### config.mk
export PLATFORM = sky130hd
export DESIGN_NAME = de2_115_qsys_cpu_0_oci_dct_ctrl
export DESIGN_NICKNAME = d
export VERILOG_FILES = /design/src/rtl/de2_115_qsys_cpu_0_oci_dct_ctrl.sv
export SDC_FILE = /design/constraint.sdc
export NUM_CORES = 1
export LEC_CHECK = 0
export BUFFER_PORTS_ARGS = -buffer_cell sky130_fd_sc_hd__buf_2
export CORE_MARGIN = 2
export CORE_UTILIZATION = 49
export CTS_CLUSTER_SIZE = 14
export DETAILED_ROUTE_END_ITERATION = 10
export PLACE_DENSITY = 0.76
export SETUP_SLACK_MARGIN = 0.02
export SYNTH_ARGS = -nofsm -noshare
export SYNTH_HDL_FRONTEND = slang
export SYNTH_SLANG_ARGS = --single-unit
### constraint.sdc
create_clock -name clk -period 3.21 [get_ports clk]
set_input_delay 0.321 -clock clk [delete_from_list [all_inputs] [get_ports clk]]
set_output_delay 0.321 -clock clk [all_outputs]
set_load 0.01 [all_outputs]
### src/rtl/de2_115_qsys_cpu_0_oci_dct_ctrl.sv
// Trace-atom packer: collects 2-bit atoms into 15-slot frames and hands each
// frame to the trace RAM with a valid/ready write port and a running address.
module de2_115_qsys_cpu_0_oci_dct_ctrl #(
  parameter int ADDR_W = 7
) (
  input  logic              clk,
  input  logic              reset_n,
  input  logic              trc_on,
  input  logic              trc_clr,
  input  logic              wrap_en,
  input  logic              atom_valid,
  input  logic [1:0]        atom,
  input  logic              flush,
  input  logic              tw_ready,
  output logic              tw_valid,
  output logic [35:0]       tw_data,
  output logic [ADDR_W-1:0] tw_addr,
  output logic [29:0]       dct_buffer,
  output logic [3:0]        dct_count,
  output logic              trc_full,
  output logic              trc_wrap,
  output logic              atom_drop
);

  typedef enum logic [1:0] {EMPTY, FILL, PEND, HALT} state_t;

  localparam logic [ADDR_W-1:0] ADDR_TOP = '1;

  state_t      state;
  state_t      state_n;
  logic        flush_pend;
  logic        handshake;
  logic        going_full;
  logic        xfer_req;
  logic        do_xfer;
  logic        atom_in;
  logic        accept;
  logic        drop;
  logic        valid_n;
  logic [3:0]  slot;
  logic [3:0]  cnt_n;
  logic [29:0] buf_n;

  // The pending-write flag and the halt flag are decodes of the state register.
  assign tw_valid = (state == PEND);
  assign trc_full = (state == HALT);

  assign handshake  = tw_valid & tw_ready;
  // The final write before halting must not launch another frame in the same cycle.
  assign going_full = handshake & (tw_addr == ADDR_TOP) & ~wrap_en;
  assign xfer_req   = (dct_count == 4'd15) | ((flush | flush_pend) & (dct_count != 4'd0));
  assign do_xfer    = xfer_req & ~trc_full & (~tw_valid | tw_ready) & ~going_full;
  assign atom_in    = atom_valid & trc_on & ~trc_full;
  assign accept     = atom_in & ((dct_count != 4'd15) | do_xfer);
  assign drop       = atom_in & ~accept;

  // NOTE: every always_comb output gets a default first so no latch is inferred.
  always_comb begin
    slot  = do_xfer ? 4'd0 : dct_count;
    buf_n = do_xfer ? 30'd0 : dct_buffer;
    cnt_n = slot;
    if (accept) begin
      buf_n[{slot, 1'b0} +: 2] = atom;
      cnt_n = slot + 4'd1;
    end
  end

  always_comb begin
    valid_n = tw_valid;
    if (do_xfer)        valid_n = 1'b1;
    else if (handshake) valid_n = 1'b0;

    state_n = EMPTY;
    if (going_full || trc_full) state_n = HALT;
    else if (valid_n)           state_n = PEND;
    else if (cnt_n != 4'd0)     state_n = FILL;
  end

  // NOTE: sequential state uses non-blocking assignments only.
  always_ff @(posedge clk or negedge reset_n) begin
    if (!reset_n) begin
      state      <= EMPTY;
      tw_data    <= '0;
      tw_addr    <= '0;
      dct_buffer <= '0;
      dct_count  <= '0;
      trc_wrap   <= 1'b0;
      atom_drop  <= 1'b0;
      flush_pend <= 1'b0;
    end else if (trc_clr) begin
      state      <= EMPTY;
      tw_addr    <= '0;
      dct_buffer <= '0;
      dct_count  <= '0;
      trc_wrap   <= 1'b0;
      atom_drop  <= 1'b0;
      flush_pend <= 1'b0;
    end else begin
      state      <= state_n;
      dct_buffer <= buf_n;
      dct_count  <= cnt_n;
      if (do_xfer)
        tw_data <= {2'b10, dct_count, dct_buffer};
      // Incrementing past the top address rolls to 0, which is also the halt address.
      if (handshake)
        tw_addr <= tw_addr + 1'b1;
      if (handshake && (tw_addr == ADDR_TOP) && wrap_en)
        trc_wrap <= 1'b1;
      if (drop)
        atom_drop <= 1'b1;
      if (do_xfer)
        flush_pend <= 1'b0;
      else if (flush && (dct_count != 4'd0))
        flush_pend <= 1'b1;
    end
  end

endmodule

Yosys cells after proc, flatten, opt, wreduce, memory -nomap -nowiden
Index checks and enable logic that the tools add are counted.
- memories kept: 0
- bits of input ports: 10
- output and inout port bits: 81
- bits in read-only memories: 0
- bits in registers: 81
- RAM bits: 0
- bits in latches: 0
- word-level logic and storage cells: 72
- bitwise operators: 21
- div/mod/pow operators: 0
- shift operators: 2
- order comparisons: 0
- add/subtract/negate cells: 3
- equal/unequal tests: 5
- reductions and logical operators: 11
- muxes and demuxes: 22
- multipliers: 0
- operator list (operator ; number):
    $mux 30 ; 3
    $bwmux 30 ; 1
    $shift 2x7->30 const A ; 1
    $shiftx 2x7->30 ; 1
    $mux 7 ; 2
    $mux 4 ; 3
    $and 1x1->1 ; 11
    $mux 1 ; 10
    $reduce_bool 4->1 ; 2
    $add 7x1->7 const B ; 1
    $eq 7x7->1 const B ; 1
    $neg 5->7 ; 1
    $mux 2 ; 3
    $not 1->1 ; 6
    $reduce_bool 2->1 ; 3
    $add 4x1->4 const B ; 1
    $eq 2x2->1 const B ; 2
    $eq 4x4->1 const B ; 1
    $ne 4x4->1 const B ; 1
    $or 1x1->1 ; 4
    $logic_and 1x1->1 ; 3
    $reduce_bool 3->1 ; 1
    $reduce_and 2->1 ; 1
    $logic_or 1x1->1 ; 1

Longest topological paths before layout
- depth in word-level cells: 14
- depth in mapped cells: 14
- gate-level depth less buffers: 12

Worst setup path before layout
OpenSTA, ideal clock, no wires.
- kind: flip-flop to flip-flop
- start: reg tw_addr[0]
- end: reg dct_buffer[21]
- path slack: 0.113 ns
- setup time: 0.067 ns
- path buffers: 1
- clock period less this slack: 3.097 ns
- stages on the path, launching flop included: 14
- arrival time: 3.030 ns
- required time: 3.143 ns
- cells stage by stage: dfrtp_1 -> ha_1 -> nand4_2 -> or4b_1 -> buf_2 -> nand2_1 -> nand2_1 -> ha_1 -> and2_1 -> nand3_1 -> o22ai_1 -> or2_2 -> o31ai_2 -> a22o_1
- longest elaborated chain between the ends: 11
- elaborated cells between the ends (all ways): 15
- classes of those cells: add/sub: 1; eq/ne: 1; shift: 2; mux: 5; bitwise: 6
- ends and longest elaborated chain (element ; RTL line ; text):
    from (decl) ; 17 ; output logic [ADDR_W-1:0] tw_addr,
    from (signal assigned) ; 106 ; tw_addr <= tw_addr + 1'b1;
    $eq 7x7->1 (*) ; 50 ; assign going_full = handshake & (tw_addr == ADDR_TOP) & ~wrap_en;
    $and 1x1->1 (*) (2 in series) ; 50 ;
    $not 1->1 (*) ; 52 ; assign do_xfer = xfer_req & ~trc_full & (~tw_valid | tw_ready) & ~going_full;
    $and 1x1->1 (*) ; 52 ;
    $mux 4 ; 59 ; slot = do_xfer ? 4'd0 : dct_count;
    $neg 5->7 ; 63 ; buf_n[{slot, 1'b0} +: 2] = atom;
    $shiftx 2x7->30 or $shift 2x7->30 (tied branches) ; 63 ;
    $bwmux 30 ; 63 ;
    $mux 30 (*) ; 62 ; if (accept) begin
    $mux 30 (*) ; 90 ; end else if (trc_clr) begin
    to (signal assigned) ; 100 ; dct_buffer <= buf_n;
    to (decl) ; 18 ; output logic [29:0] dct_buffer,
Every way passes the cells marked *; elsewhere a longest branch is shown, timed or not.
A chain may end at the register's enable or synchronous reset.

Worst setup path in the final report
- start: reg tw_addr[1]
- end: reg dct_buffer[21]
Same word-level chain as after synthesis.

==> metrics <==
post-layout total power 2.12 mW; Hold WC Path Type in -> async; Post-Syn Instances 388; clock-pin transition on the worst setup and hold timing paths 100 ps; worst endpoint data arrival time 3330 ps; # clock sinks 81; maximum fanout along the worst path 8; reg-to-reg slack, setup 180 ps; worst-skew pair later-pin latency 360 ps; Seq/Total Area, Yosys 0.500; vias in the first global route 3111; switching part of the total power 0.262; die area 9010 um2; Relative slew margins 0.350; Sw Pwr 0.556 mW; fin crit period 3030 ps; GRT Util Overall 0.229; Antenna diodes 0; CTS tree built; count of pins over their slew limit 0; layout cells sized above 1 0.372; io pins 91; maximum clock path buffer count 2; antenna violations before repair 0; critical path class reg -> reg; Synth Net Count 404; clock share of power 0.395; area leader, netlist dfrtp_1; IO Port Bufs 89; Crit Reg-Reg Startpoint tw_addr[1]$_DFFE_PN0P_; Power Density 433 nW/um2; Post-Syn Area 4050 um2; H-tree depth 3; first-pass GRT wire length 15800 um; status finished clean; library cells used by synthesis 59; max-capacitance violation count 0; final setup margin 179 ps; Finished Core Util 0.607; Synth area leaders dfrtp_1 50%, mux2_2 9.2%, nor2_1 4.4%; drt pass-1 iters 4; wire per inst 16.3 um; crit end category register; worst path required time 3510 ps; Seq cells post-synth 81; largest net degree at the start of global routing 82; routed via count 3257; Final Setup Violations 0; routability cong. 0.925; clock root cell clkbuf_8; Layout Cells excl Fill 594; Final Hold Vio Count 0; Remaining Overflow, GRT 0; FF-to-FF path depth 12; RSZ-0062 raised after global routing yes; clock skew 14.2 ps; Layout Cell Area excl Fill 4910 um2; Synth top area share 0.500; pre-CTS setup slack 48.1 ps; reg2reg end dct_buffer[21]$_DFF_PN0_; Num CTS Buffers 9; die outline height 94.9 um; Area after DPL 4640 um2; Leak 2.57 nW; row count 33; Core Area 8090 um2; final WL 9670 um; Final Cycle Share 0.944; DRT iter0 DRCs 280; sequential power share 0.493; Nets 500; Syn. warnings 0; DRC Markers 0; Inst Count DP 577; vias per std cell 5.48; Starting Density 0.500; ys flop type dfrtp_1; Startpoint Class register; Tightest Pin Transition 975 ps; hold_ws 117 ps; EDFF count, synth 0; internal power 1.57 mW; die span in x 94.9 um; Post-DP HPWL 7050 um; asr flop ratio synth 1.00; Peak Freq 330 MHz; Antenna Violating Nets Remaining 0; Max IR drop VDD 0.223 mV; syn avg cell area 10.4 um2; Sum Neg Setup Slack 0 ps; Gate power share 0.112; area delta synth->final 21.2%
[cell usage after synthesis, types with 2 or more instances]
cell	n
xor2_1	3
clkbuf_1	7
xnor2_1	4
a211oi_1	2
buf_2	7
nor4_2	2
or3_1	3
a31oi_1	3
a21oi_1	7
nor4_1	2
ha_1	6
o2111ai_1	2
nand3_1	24
o21ai_1	5
nand3b_1	2
nand4_1	7
buf_1	3
and2_1	4
nor2_1	47
dfrtp_1	81
and3_1	6
nand2b_1	5
inv_1	11
nor2_2	2
o21ai_0	8
buf_4	4
a32oi_1	6
mux2i_1	15
nand2_1	31
or4b_1	2
mux2_2	33
a22o_1	2
nand3_2	2
nor3_1	12
a21oi_2	3
or2_2	2
[registers in the layout, indices dropped and copies added (netlist names)]
signal / cells
tw_addr: 7
trc_wrap: 1
tw_data: 35
state: 2
dct_buffer: 30
flush_pend: 1
atom_drop: 1
dct_count: 4
[cell type report]
cell class | instances | area (um2)
flip-flops and latches | 81 | 2030
multi-input cells | 274 | 1900
clock inverters | 7 | 103
clock buffers | 9 | 124
inverters | 11 | 41.3
fillers | 693 | 3180
repair buffers | 107 | 583
well taps | 105 | 131
[cell families after synthesis]
kind of cell,synth area share
compound gates,0.0859
xor+xnor,0.0151
fa+ha+maj,0.0185
buf+inv,0.0383
flops,0.500
mux,0.133
other cells,0.000926
simple gates,0.208
[power groups by stage]
stage	registers (mW)	logic [mW]	clock network, mW
after floorplan	1.08	0.138	0
after global placement	1.07	0.228	0
after detailed placement	1.07	0.232	0
after CTS	1.05	0.233	0.862
after global routing	1.05	0.265	0.900
final	1.05	0.238	0.839
[worst max-delay path by stage]
stage,from,to,slack [ps],cells past startpoint
after floorplan,tw_addr[0]$_DFFE_PN0P_,dct_buffer[21]$_DFF_PN0_,110,13
after global placement,tw_addr[0]$_DFFE_PN0P_,dct_buffer[21]$_DFF_PN0_,140,12
after detailed placement,tw_addr[0]$_DFFE_PN0P_,dct_buffer[20]$_DFF_PN0_,50,12
after CTS,tw_addr[0]$_DFFE_PN0P_,dct_buffer[20]$_DFF_PN0_,30,12
after global routing,tw_addr[1]$_DFFE_PN0P_,dct_buffer[25]$_DFF_PN0_,-60,12
final,tw_addr[1]$_DFFE_PN0P_,dct_buffer[21]$_DFF_PN0_,180,12
[metal layers]
layer | global-route usage | up-vias | wire length (um)
met2 | 0.355 | 105 | 4570
met4 | 0.0857 | 0 | 173
met3 | 0.0415 | 12 | 583
li1 | - | 1561 | -
met5 | 0 | - | 0
met1 | 0.323 | 1579 | 4340
[repair_timing]
item,CTS,global route
hold buffers,0,0
gates resized for setup,0,8
buffers inserted,0,1
endpoints found under the setup margin,0,28
[cells in the final DEF, fill, tap and decap left out, types with 5 or more instances in the layout]
| cell | instances |
|---|---|
| a21oi_1 | 7 |
| a32oi_1 | 6 |
| and3_1 | 6 |
| buf_2 | 88 |
| buf_4 | 19 |
| clkbuf_8 | 9 |
| dfrtp_1 | 81 |
| inv_1 | 11 |
| mux2_2 | 33 |
| mux2i_1 | 15 |
| nand2_1 | 28 |
| nand2b_1 | 5 |
| nand3_1 | 24 |
| nand4_1 | 7 |
| nor2_1 | 46 |
| nor3_1 | 12 |
| o21ai_0 | 7 |
| o21ai_1 | 6 |
[critical path, stage by stage (launching register included)]
cell	delay, ps
dfrtp_1	390
ha_1	200
nand4_2	140
or4b_1	570
nand2_2	150
nand2_1	140
ha_4	220
and2_1	160
nand3_1	110
o22ai_1	110
or2_2	360
o31ai_2	230
a22o_1	170
Note: power is estimated with default switching activity, not from simulation.
